`config.mk`:
```
export PLATFORM = sky130hd
export DESIGN_NAME = mips_multicycle_control
export DESIGN_NICKNAME = d
export VERILOG_FILES = /design/src/rtl/mips_multicycle_control_pkg.sv /design/src/rtl/mips_main_decoder.sv /design/src/rtl/mips_multicycle_control.sv
export SDC_FILE = /design/constraint.sdc
export NUM_CORES = 1
export LEC_CHECK = 0
export ABC_AREA = 1
export CAP_MARGIN = 20
export CELL_PAD_IN_SITES_DETAIL_PLACEMENT = 1
export CELL_PAD_IN_SITES_GLOBAL_PLACEMENT = 1
export CORE_MARGIN = 10
export CORE_UTILIZATION = 48
export DETAILED_ROUTE_END_ITERATION = 10
export DONT_BUFFER_PORTS = 1
export GPL_TIMING_DRIVEN = 0
export PLACE_DENSITY_LB_ADDON = 0.05
export SETUP_SLACK_MARGIN = 0.02
export SLEW_MARGIN = 20
export SYNTH_ARGS = -nofsm -noshare
export SYNTH_HDL_FRONTEND = slang
export SYNTH_HIERARCHICAL = 1
export SYNTH_SLANG_ARGS = --single-unit
```
`constraint.sdc`:
```
create_clock -name c_clk -period 4.2 [get_ports c_clk]
set_clock_uncertainty 0.05 [all_clocks]
set_input_delay 0.42 -clock c_clk [delete_from_list [all_inputs] [get_ports c_clk]]
set_output_delay 0.42 -clock c_clk [all_outputs]
set_load 0.05 [all_outputs]
```
`src/rtl/mips_multicycle_control_pkg.sv`:
```
// Shared definitions for the MIPS multi-cycle control slice.
//   OPCODE_WIDTH     : width of the primary opcode field
//   OP_*             : supported primary opcodes
//   state_t          : control FSM states, one per instruction phase
//   ctrl_t           : datapath control word produced by the main decoder
//   is_legal_op()    : 1 when an opcode belongs to the supported set
package mips_multicycle_control_pkg;

  localparam int OPCODE_WIDTH = 6;

  localparam logic [OPCODE_WIDTH-1:0] OP_RTYPE = 6'h00;
  localparam logic [OPCODE_WIDTH-1:0] OP_LW    = 6'h23;
  localparam logic [OPCODE_WIDTH-1:0] OP_SW    = 6'h2B;
  localparam logic [OPCODE_WIDTH-1:0] OP_BEQ   = 6'h04;
  localparam logic [OPCODE_WIDTH-1:0] OP_ADDI  = 6'h08;

  typedef enum logic [2:0] {
    ST_IDLE   = 3'd0,
    ST_FETCH  = 3'd1,
    ST_DECODE = 3'd2,
    ST_EXEC   = 3'd3,
    ST_MEM    = 3'd4,
    ST_WB     = 3'd5
  } state_t;

  typedef struct packed {
    logic ce;
    logic reg_dst;
    logic reg_write;
    logic alu_src;
    logic branch;
    logic mem_read;
    logic mem_write;
    logic mem_to_reg;
  } ctrl_t;

  function automatic logic is_legal_op(input logic [OPCODE_WIDTH-1:0] op);
    return (op == OP_RTYPE) || (op == OP_LW) || (op == OP_SW) ||
           (op == OP_BEQ)   || (op == OP_ADDI);
  endfunction

endpackage

```
`src/rtl/mips_main_decoder.sv`:
```
// Main decoder: pure combinational map from (state, latched opcode) to the
// datapath control word.
//   state : current FSM state (registered in the top)
//   op    : latched opcode of the instruction in flight
//   ctrl  : control word; all strobes 0 outside EXEC/MEM/WB except ce in FETCH
module mips_main_decoder
  import mips_multicycle_control_pkg::*;
#(
  parameter int OPCODE_W = OPCODE_WIDTH
) (
  input  state_t              state,
  input  logic [OPCODE_W-1:0] op,
  output ctrl_t               ctrl
);

  logic op_imm;

  // Loads, stores and ADDI all feed the sign-extended immediate to the ALU.
  assign op_imm = (op == OP_LW) || (op == OP_SW) || (op == OP_ADDI);

  always_comb begin
    // NOTE: the whole word gets a default before the case so no path leaves a
    // field unassigned; that is what keeps this block free of latches.
    ctrl = '0;
    unique case (state)
      ST_FETCH: ctrl.ce = 1'b1;
      ST_EXEC: begin
        ctrl.alu_src = op_imm;
        ctrl.branch  = (op == OP_BEQ);
      end
      ST_MEM: begin
        ctrl.alu_src   = op_imm;
        ctrl.mem_read  = (op == OP_LW);
        ctrl.mem_write = (op == OP_SW);
      end
      ST_WB: begin
        ctrl.alu_src    = op_imm;
        ctrl.reg_write  = 1'b1;
        ctrl.reg_dst    = (op == OP_RTYPE);
        ctrl.mem_to_reg = (op == OP_LW);
      end
      default: ;
    endcase
  end

endmodule

```
`src/rtl/mips_multicycle_control.sv`:
```
// Multi-cycle main control FSM for the MIPS datapath. Steps each instruction
// through FETCH/DECODE/EXEC/MEM/WB, counts retired instructions and pulses a
// flag when an unsupported opcode is dropped.
//   c_clk, c_rst   : clock, asynchronous active-high reset
//   c_i_run        : keep issuing instructions (sampled in IDLE and at retire)
//   c_i_opcode     : opcode from the decoder stage, sampled in DECODE
//   c_o_ce         : instruction fetch enable (FETCH only)
//   c_o_RegDst .. c_o_MemtoReg : datapath control strobes
//   c_o_busy       : state is not IDLE
//   c_o_illegal    : one-cycle pulse after an unsupported opcode is dropped
//   c_o_retired    : retired-instruction count, wraps modulo 2^CNT_WIDTH
// All outputs come from registered state only; c_i_* never reach c_o_*
// combinationally.
module mips_multicycle_control
  import mips_multicycle_control_pkg::*;
#(
  parameter int OPCODE_W  = OPCODE_WIDTH,
  parameter int CNT_WIDTH = 32
) (
  input  logic                 c_clk,
  input  logic                 c_rst,
  input  logic                 c_i_run,
  input  logic [OPCODE_W-1:0]  c_i_opcode,
  output logic                 c_o_ce,
  output logic                 c_o_RegDst,
  output logic                 c_o_RegWrite,
  output logic                 c_o_ALUSrc,
  output logic                 c_o_Branch,
  output logic                 c_o_MemRead,
  output logic                 c_o_MemWrite,
  output logic                 c_o_MemtoReg,
  output logic                 c_o_busy,
  output logic                 c_o_illegal,
  output logic [CNT_WIDTH-1:0] c_o_retired
);

  state_t               state_q, state_d;
  logic [OPCODE_W-1:0]  op_q;
  logic                 illegal_q;
  logic [CNT_WIDTH-1:0] retired_q;
  logic                 retire;
  logic                 decode_legal;
  ctrl_t                ctrl;

  // Legality is judged on the live opcode while in DECODE, because op_q only
  // takes that value at the end of the same cycle.
  assign decode_legal = is_legal_op(c_i_opcode);

  always_comb begin
    state_d = state_q;
    retire  = 1'b0;
    case (state_q)
      ST_IDLE:   if (c_i_run) state_d = ST_FETCH;
      ST_FETCH:  state_d = ST_DECODE;
      ST_DECODE: begin
        if (decode_legal) state_d = ST_EXEC;
        else              state_d = c_i_run ? ST_FETCH : ST_IDLE;
      end
      ST_EXEC: begin
        if (op_q == OP_BEQ)                        retire  = 1'b1;
        else if ((op_q == OP_LW) || (op_q == OP_SW)) state_d = ST_MEM;
        else                                       state_d = ST_WB;
      end
      ST_MEM: begin
        if (op_q == OP_LW) state_d = ST_WB;
        else               retire  = 1'b1;
      end
      ST_WB:   retire  = 1'b1;
      default: state_d = ST_IDLE;
    endcase
    // Every retiring phase shares the same continuation rule.
    if (retire) state_d = c_i_run ? ST_FETCH : ST_IDLE;
  end

  // NOTE: every register here is updated with <= so all of them see the
  // pre-edge values of each other; blocking assignments would chain them.
  always_ff @(posedge c_clk or posedge c_rst) begin
    if (c_rst) begin
      // NOTE: op_q is reset too, even though it is rewritten before use, so
      // the decoder output is fully defined from reset without relying on
      // the IDLE state masking it.
      state_q   <= ST_IDLE;
      op_q      <= '0;
      illegal_q <= 1'b0;
      retired_q <= '0;
    end else begin
      state_q   <= state_d;
      if (state_q == ST_DECODE) op_q <= c_i_opcode;
      // DECODE never repeats on consecutive cycles, so this is a lone pulse.
      illegal_q <= (state_q == ST_DECODE) && !decode_legal;
      if (retire) retired_q <= retired_q + CNT_WIDTH'(1);
    end
  end

  mips_main_decoder #(
    .OPCODE_W (OPCODE_W)
  ) u_main_decoder (
    .state (state_q),
    .op    (op_q),
    .ctrl  (ctrl)
  );

  assign c_o_ce       = ctrl.ce;
  assign c_o_RegDst   = ctrl.reg_dst;
  assign c_o_RegWrite = ctrl.reg_write;
  assign c_o_ALUSrc   = ctrl.alu_src;
  assign c_o_Branch   = ctrl.branch;
  assign c_o_MemRead  = ctrl.mem_read;
  assign c_o_MemWrite = ctrl.mem_write;
  assign c_o_MemtoReg = ctrl.mem_to_reg;
  assign c_o_busy     = (state_q != ST_IDLE);
  assign c_o_illegal  = illegal_q;
  assign c_o_retired  = retired_q;

endmodule

```
Word-level counts from Yosys, hierarchy flattened
Cells that the tools add are included.

cells by class
  reduce and logical (&&, ||, !) cells = 14
  muxes and demuxes = 17
  equality and inequality tests = 17
  add/subtract/negate cells = 1

operators by type and width
  kind                                                                    count
  32-bit by 1-bit adder with 32-bit output (second input constant)        1
  6-bit equality test (second input constant)                             4
  3-bit one-hot mux with 6 select lines                                   1
  6-bit by 3-bit equality test with 1-bit output (second input constant)  2
  6-bit by 4-bit equality test with 1-bit output (second input constant)  2
  6-bit logical NOT                                                       2
  3-bit two-way mux                                                       4
  3-bit inequality test (second input constant)                           3
  1-bit two-way mux                                                       8
  3-bit by 2-bit equality test with 1-bit output (second input constant)  2
  3-bit equality test (second input constant)                             2
  1-bit logical OR                                                        6
  2-bit two-way mux                                                       3
  4-bit AND reduction                                                     1
  3-bit by 1-bit equality test with 1-bit output (second input constant)  1
  3-bit logical NOT                                                       1
  1-bit one-hot mux with 3 select lines                                   1
  3-bit nonzero test                                                      1
  3-bit OR reduction                                                      1
  2-bit inequality test (second input constant)                           1
  1-bit logical AND                                                       1
  1-bit logical NOT                                                       1

storage, ports and cells
  register bits = 42
  output and inout port bits = 42
  input port bits = 9

Logic depth before layout (Yosys ltp)
Gate-level depths: netlist of the first run.

  depth after elaboration = 8
  mapped depth = 10
  depth with buffers taken out = 10

Hierarchy
Netlist of the first run, hierarchy kept.

modules (own cells, without submodules)
  module                   area an instance (um^2)  cells each  times used
  mips_multicycle_control  2732.6                   416         1
  mips_main_decoder        155.1                    32          1

Worst setup path before layout of the first run
No wires, ideal clock.

  path kind = register to output
  from = register state_q[0]
  to = output port c_o_ce
  cell stages (with the launch flop) = 3
  data required time = 3.730 ns
  setup slack = 2.142 ns
  data arrival time = 1.588 ns
  cells stage by stage = dfrtp_1 inv_1 nor3_1

on the way
  longest elaborated chain between the ends = 2

ends and longest elaborated chain
  element                                         line                           text
  start, declared                                 mips_multicycle_control.sv:37  state_t state_q, state_d;
  start signal, assigned                          mips_multicycle_control.sv:87  state_q <= state_d;
  3-bit by 1-bit equality test with 1-bit output  mips_main_decoder.sv:25        unique case (state)
  1-bit two-way mux                               mips_main_decoder.sv:25
  end, declared                                   mips_multicycle_control.sv:24  output logic c_o_ce,

Every way passes these cells.

Final worst setup path of the first run
  from = register retired_q[0], in the netlist c_o_retired[0]
  to = register retired_q[26], in the netlist c_o_retired[26]

on the way
  longest elaborated chain between the ends = 1

ends and longest elaborated chain
  element                                   line                           text
  start, declared                           mips_multicycle_control.sv:40  logic [CNT_WIDTH-1:0] retired_q;
  start signal, assigned                    mips_multicycle_control.sv:91  if (retire) retired_q <= retired_q + CNT_WIDTH'(1);
  32-bit by 1-bit adder with 32-bit output  mips_multicycle_control.sv:91

Every way passes these cells.
A chain may end at the register's enable or synchronous reset.

==> results_dict.tcl, run 1 <==
set metrics [dict create \
    outcome "finished clean" \
    setup_violations 0 \
    synth_top_area_cell "dfrtp_1" \
    cp_max_fo 7 \
    utilization_pct 52.81 \
    cts-root-buf "clkbuf_8" \
    fin_setup_tns_ps 0 \
    clk_pin_slew_ps 80 \
    path_delay_family "simple AND/OR/NAND/NOR gates" \
    crit_required_ps 4340 \
    antenna_found_initial 0 \
    ir_drop_uv 248.4 \
    cts_sinks 42 \
    slew_violations 0 \
    grt_use_total_pct 18.71 \
    postPlaceCellArea_um2 3007 \
    viasPerCell 5.358 \
    core-area_um2 5886 \
    layout-drive-gt1-share_pct 6.114 \
    port_buffers 0 \
    firstDrtPassIters 4 \
    synth.most_common_cell "nand2_1" \
    gp_congestion 0.9396 \
    pre_cts_slack_ps 1734 \
    worst_pin_slew_ps 1058 \
    leakage_nw 1.454 \
    drc 0 \
    rsz0062_at_grt "no" \
    worstPathArrival_ps 2610 \
    synth_top_area_share_pct 36.40 \
    wl_per_cell_um 16.38 \
    hpwlAfterDp_um 7224 \
    critPathBufInv 1 \
    grt_pass1_wl_um 15080 \
    grt_start_max_net_pins 25 \
    startpoint_type "flop" \
    syn_inst 448 \
    hold_path.class "primary input to flop" \
    final_area_um2 3108 \
    diodes 0 \
    period_minus_slack_ps 2465 \
    die_area_um2 9519 \
    crit_type "flop to flop" \
    crit_chain "ha_1 > inv_1 > nor2_4 > nand2_1 > nor2_1 > nand2_1 > nand2_1 > nand2_1 > nand2_1 > nand2_1" \
    ioPinCount 51 \
    rows 28 \
    worst_slack_ps 1735 \
    period_share_pct 58.69 \
    cap_violations 0 \
    wl_um 8730 \
    cts_tree "done" \
    nNetsFinal 467 \
    clk_latency_ps 300 \
    ys_warn_count 6 \
    drt-initial-drc-count 110 \
    synthArstFlopShare_pct 100.0 \
    synth_ff_type "dfrtp_1" \
    hold_viol 0 \
    num_vias 2856 \
    fillers 804 \
    power.density_nw_per_um2 433.5 \
    critPathSlowestCell "dfrtp_1" \
    antenna_left 0 \
    die_w_um 97.57 \
    relSlewSlack_pct 29.67 \
    synthTopCellsByCount "nand2_1, nor2_1, inv_1" \
    ys_ff_latch 42 \
    max_freq_ghz 0.4057 \
    synth_edf_count 0 \
    die_h_um 97.57 \
    syn_avg_cell_area_um2 6.446 \
    yosysSeqAreaShare_pct 36.40 \
    htreeDepth 2 \
    numCtsBuffers 5 \
    areaGrowthSynthToFinish_pct 7.626 \
    syn_area_um2 2888 \
    initial_core_util_pct 49.06 \
    clockBufferDepth 2 \
    grt_pass1_vias 3041 \
    grt_overflow 0 \
    synth_cell_type_count 26 \
    critPathMostFrequentCell "nand2_1" \
    synth.area.top_cells "dfrtp_1, nand2_1, nor2_1" \
    reg2reg_slack_ps 1740 \
    synth_nets 458 \
    max_stage_delay_ps 750 \
    post_cts_buffers 0 \
    end_kind "flop" \
]
==> layout make-up <==
class,count,area [um^2],area share (%)
Sequential cell,42,1051,33.82
Inverter,50,187.7,6.039
Buffer,10,55.05,1.771
Multi-Input combinational cell,346,1599,51.45
Tap cell,75,93.84,3.019
Clock inverter,1,5.005,0.1610
Timing Repair Buffer,2,30.03,0.9662
Clock buffer,7,86.33,2.778
==> placed cells by master, fill, tap and decap left out, types with 2 or more instances in the layout <==
cell / Yosys / routed
a21oi_1: 4 / 4
buf_2: 2 / 2
buf_4: 4 / 4
clkbuf_1: 4 / 5
clkbuf_8: 0 / 6
dfrtp_1: 42 / 42
inv_1: 49 / 48
inv_2: 1 / 2
nand2_1: 179 / 179
nand3_1: 26 / 26
nand4_1: 24 / 24
nor2_1: 69 / 69
nor2_4: 2 / 2
nor3_2: 2 / 3
nor3b_2: 2 / 2
o21ai_0: 6 / 6
o21ai_1: 8 / 8
xor2_1: 15 / 15
==> power breakdown <==
part	internal [W]	switching [W]	leakage [nW]
logic	0.000124	0.000311	0.837
registers	0.000463	0.000170	0.569
clock network	0.000133	0.000146	0.0482
total	0.000720	0.000627	1.45
==> state kept, by name, indices dropped and copies added (netlist names) <==
register and cells:
state_q 3, c_o_retired 32, op_q 6, c_o_illegal 1
==> worst paths after layout <==
path	start	end	cells past startpoint
min in group asynchronous	c_rst	c_o_retired[5]$_DFFE_PP0P_	2
max in group asynchronous	c_rst	c_o_retired[21]$_DFFE_PP0P_	3
worst min register to register	op_q[4]$_DFFE_PP0P_	op_q[4]$_DFFE_PP0P_	2
worst max register to register	c_o_retired[0]$_DFFE_PP0P_	c_o_retired[26]$_DFFE_PP0P_	10
worst min-delay path	c_i_opcode[4]	op_q[4]$_DFFE_PP0P_	2
worst max-delay path	c_o_retired[0]$_DFFE_PP0P_	c_o_retired[26]$_DFFE_PP0P_	10
==> stage by stage <==
stage	cells	hold WS [ps]	power, W
global route	533	194.1	0.001443
detailed placement	524	272.6	0.001081
finish	533	185.4	0.001347
global placement	523	488.3	0.001056
floorplan	448	457.8	0.0009644
CTS	533	177.6	0.001364
==> per-layer routing <==
layer / vias up / track usage, % / share of wire (%)
met2: 69 / 30.10 / 46
met5: - / 0 / 0
met1: 1353 / 23.55 / 44
met4: 0 / 5.481 / 1.9
li1: 1422 / - / -
met3: 12 / 5.477 / 7.7
==> cell families after synthesis <==
group	Yosys count	synth area share, %
simple gates	309	46.27
buf+inv	60	8.405
compound gates	21	3.943
flops	42	36.40
fa+ha+maj	1	0.4332
xor+xnor	15	4.550
==> what timing repair did <==
item | in CTS | in global routing
hold buffers | 1 | 0
gates resized for setup | 0 | 0
hold endpoints to repair | 18 | 0
Note: power is estimated with default switching activity, not from simulation.
==> run 2, diff against run 1 <==
--- a/config.mk
+++ b/config.mk
@@ -10,7 +10,7 @@
 export CELL_PAD_IN_SITES_DETAIL_PLACEMENT = 1
 export CELL_PAD_IN_SITES_GLOBAL_PLACEMENT = 1
 export CORE_MARGIN = 10
-export CORE_UTILIZATION = 48
+export CORE_UTILIZATION = 40
 export DETAILED_ROUTE_END_ITERATION = 10
 export DONT_BUFFER_PORTS = 1
 export GPL_TIMING_DRIVEN = 0
==> constraint.sdc (replaced) <==
create_clock -name c_clk -period 2.1 [get_ports c_clk]
set_clock_uncertainty 0.05 [all_clocks]
set_input_delay 0.21 -clock c_clk [delete_from_list [all_inputs] [get_ports c_clk]]
set_output_delay 0.21 -clock c_clk [all_outputs]
set_load 0.05 [all_outputs]
==> run 2 against run 1 <==
  * The run now ends with negative hold slack left
  * First-iteration DRC count shrank 2.7%
  * Cell count increased by 4.5%
  * Non-clock buffer count up 4
  * Sequential share of layout area fell by 0.51 points
  * Total power is 100% higher
  * Cell area is 4.1% higher
  * Via count fell by 0.25%
  * Worst setup slack got worse by 1600 ps
  * Core utilization down 6.0 points
  * Global-route usage down 1.8 points
  * Clock power is 90% higher
  * Clock-buffer cell count down 2
  * Critical path type unchanged
==> results_dict.tcl, run 2 (synthesis gave the netlist of run 1 again) <==
set metrics [dict create \
    nNetsFinal 471 \
    num_vias 2849 \
    die_w_um 105.0 \
    r2r_cells 10 \
    total_power_w 0.002720 \
    clockBufferDepth 2 \
    drc 0 \
    end_kind "flop" \
    hold_viol 1 \
    drt-initial-drc-count 107 \
    violations "negative hold slack" \
    antenna_found_initial 0 \
    port_buffers 0 \
    post_cts_buffers 0 \
    die_h_um 105.0 \
    pre_cts_slack_ps -324.2 \
    final_common_cell "nand2_1" \
    cts_tree "done" \
    worst_slack_ps 183.7 \
    largest_reg_flops 32 \
    gp_congestion 0.8336 \
    power.density_nw_per_um2 841.0 \
    antenna_left 0 \
    leakage_nw 1.458 \
    areaGrowthSynthToFinish_pct 12.00 \
    grt_start_max_net_pins 25 \
    rsz0062_at_grt "yes" \
    period_share_pct 91.25 \
    layout-drive-gt1-share_pct 11.71 \
    rows 30 \
    initial_core_util_pct 41.81 \
    core-area_um2 6907 \
    max_freq_ghz 0.5218 \
    multiInputGateArea_um2 1645 \
    critPathMostFrequentCell "nand2_1" \
    holdPathStages 2 \
    cp_max_fo 5 \
    clk_pin_slew_ps 90 \
    fillers 938 \
    worst_pin_slew_ps 834.1 \
    critPathBufInv 1 \
    outcome "finished with violations" \
    die_area_um2 11020 \
    viasPerCell 5.115 \
    cp.depth 10 \
    slew_violations 0 \
    period_minus_slack_ps 1916 \
    grt_pass1_wl_um 15410 \
    wl_per_cell_um 16.07 \
    ioPinCount 51 \
    numCtsBuffers 5 \
    crit_type "flop to flop" \
    htreeDepth 2 \
    startpoint_type "flop" \
    final_cell_mix "nand2_1, nor2_1, inv_1, nand3_1, nand4_1" \
    crit_required_ps 2250 \
    crit_chain "ha_4 > inv_1 > nor2_4 > nand2_1 > nor2_4 > nand2_1 > nand2_1 > nand2_1 > nand2_1 > nand2_1" \
    cap_violations 0 \
    grt_overflow 0 \
    setup_violations 0 \
    grt_pass1_vias 2907 \
    hold_path.class "primary input to flop" \
    grt_use_total_pct 16.89 \
    critPathSlowestCell "dfrtp_2" \
    diodes 0 \
    wl_um 8950 \
    relSlewSlack_pct 44.09 \
    ir_drop_uv 555.1 \
    max_stage_delay_ps 580 \
    path_delay_family "simple AND/OR/NAND/NOR gates" \
    firstDrtPassIters 4 \
    hpwlAfterDp_um 7284 \
    clk_latency_ps 300 \
    cts-root-buf "clkbuf_8" \
    whs_ps -3.643 \
    register_area_um2 1077 \
    utilization_pct 46.83 \
    worstPathArrival_ps 2060 \
    cts_sinks 42 \
]
==> run 2: changes by cell type in the layout (fill, tap and decap cells not counted), moves of 2 or more <==
| cell | previous run | this run |
|---|---|---|
| dfrtp_1 | 42 | 23 |
| dfrtp_2 | 0 | 18 |
| nor2_1 | 69 | 64 |
| dlygate4sd3_1 | 1 | 5 |
| nor2_2 | 0 | 4 |
| nor3b_2 | 2 | 0 |
| nor3b_4 | 0 | 2 |
==> run 2: cell type report <==
cell class | instances | area share (%)
inverter | 50 | 5.803
clock inverter | 2 | 0.3095
buffer | 10 | 1.702
clock buffer | 5 | 2.128
timing repair buffer | 6 | 2.166
multi-input combinational | 346 | 50.87
tap | 96 | 3.714
sequential | 42 | 33.31
==> run 2: stage by stage <==
| step | instance area (um^2) | instances | setup TNS (ps) |
|---|---|---|---|
| floorplan | 2888 | 448 | 0 |
| global placement | 3008 | 544 | -1006 |
| detailed placement | 3033 | 545 | -1328 |
| CTS | 3188 | 557 | -131.2 |
| global route | 3234 | 557 | 0 |
| finish | 3234 | 557 | 0 |
==> run 2: worst register-to-register path, stage by stage, from the launching register on <==
cell	delay, ps
dfrtp_2	580
ha_4	220
inv_1	70
nor2_4	200
nand2_1	220
nor2_4	190
nand2_1	70
nand2_1	60
nand2_1	60
nand2_1	50
nand2_1	40
==> run 2: timing repair <==
item                       4_1_cts  5_1_grt
resized for setup               10       21
hold endpoints to repair        22        0
setup endpoints to repair       18       19
hold buffers                     5        0
cloned                           0        0
pin swaps                        0        1
==> run 2: worst paths after layout <==
path | startpoint | end | slack, ps
setup / recovery | c_o_retired[1]$_DFFE_PP0P_ | c_o_retired[26]$_DFFE_PP0P_ | 180
hold / removal | c_i_opcode[2] | op_q[2]$_DFFE_PP0P_ | -4
setup reg to reg | c_o_retired[1]$_DFFE_PP0P_ | c_o_retired[26]$_DFFE_PP0P_ | 180
hold reg to reg | op_q[4]$_DFFE_PP0P_ | op_q[4]$_DFFE_PP0P_ | 530
max in group asynchronous | c_rst | c_o_retired[15]$_DFFE_PP0P_ | 1210
min in group asynchronous | c_rst | c_o_retired[4]$_DFFE_PP0P_ | 300
==> run 2: per-layer routing <==
layer  vias up  wire, um  global-route usage [%]
met5         -         0                       0
met3        12       509                   3.870
met2        48      4230                   27.89
met4         0       104                   4.020
li1       1433         -                       -
met1      1356      4105                   21.74
==> run 2: report_power, final <==
| group | switching, W | leakage (nW) | internal [W] | total [W] |
|---|---|---|---|---|
| combinational | 0.000626 | 0.876 | 0.000272 | 0.000899 |
| sequential | 0.000349 | 0.538 | 0.000940 | 0.00129 |
| clock | 0.000307 | 0.0438 | 0.000224 | 0.000531 |
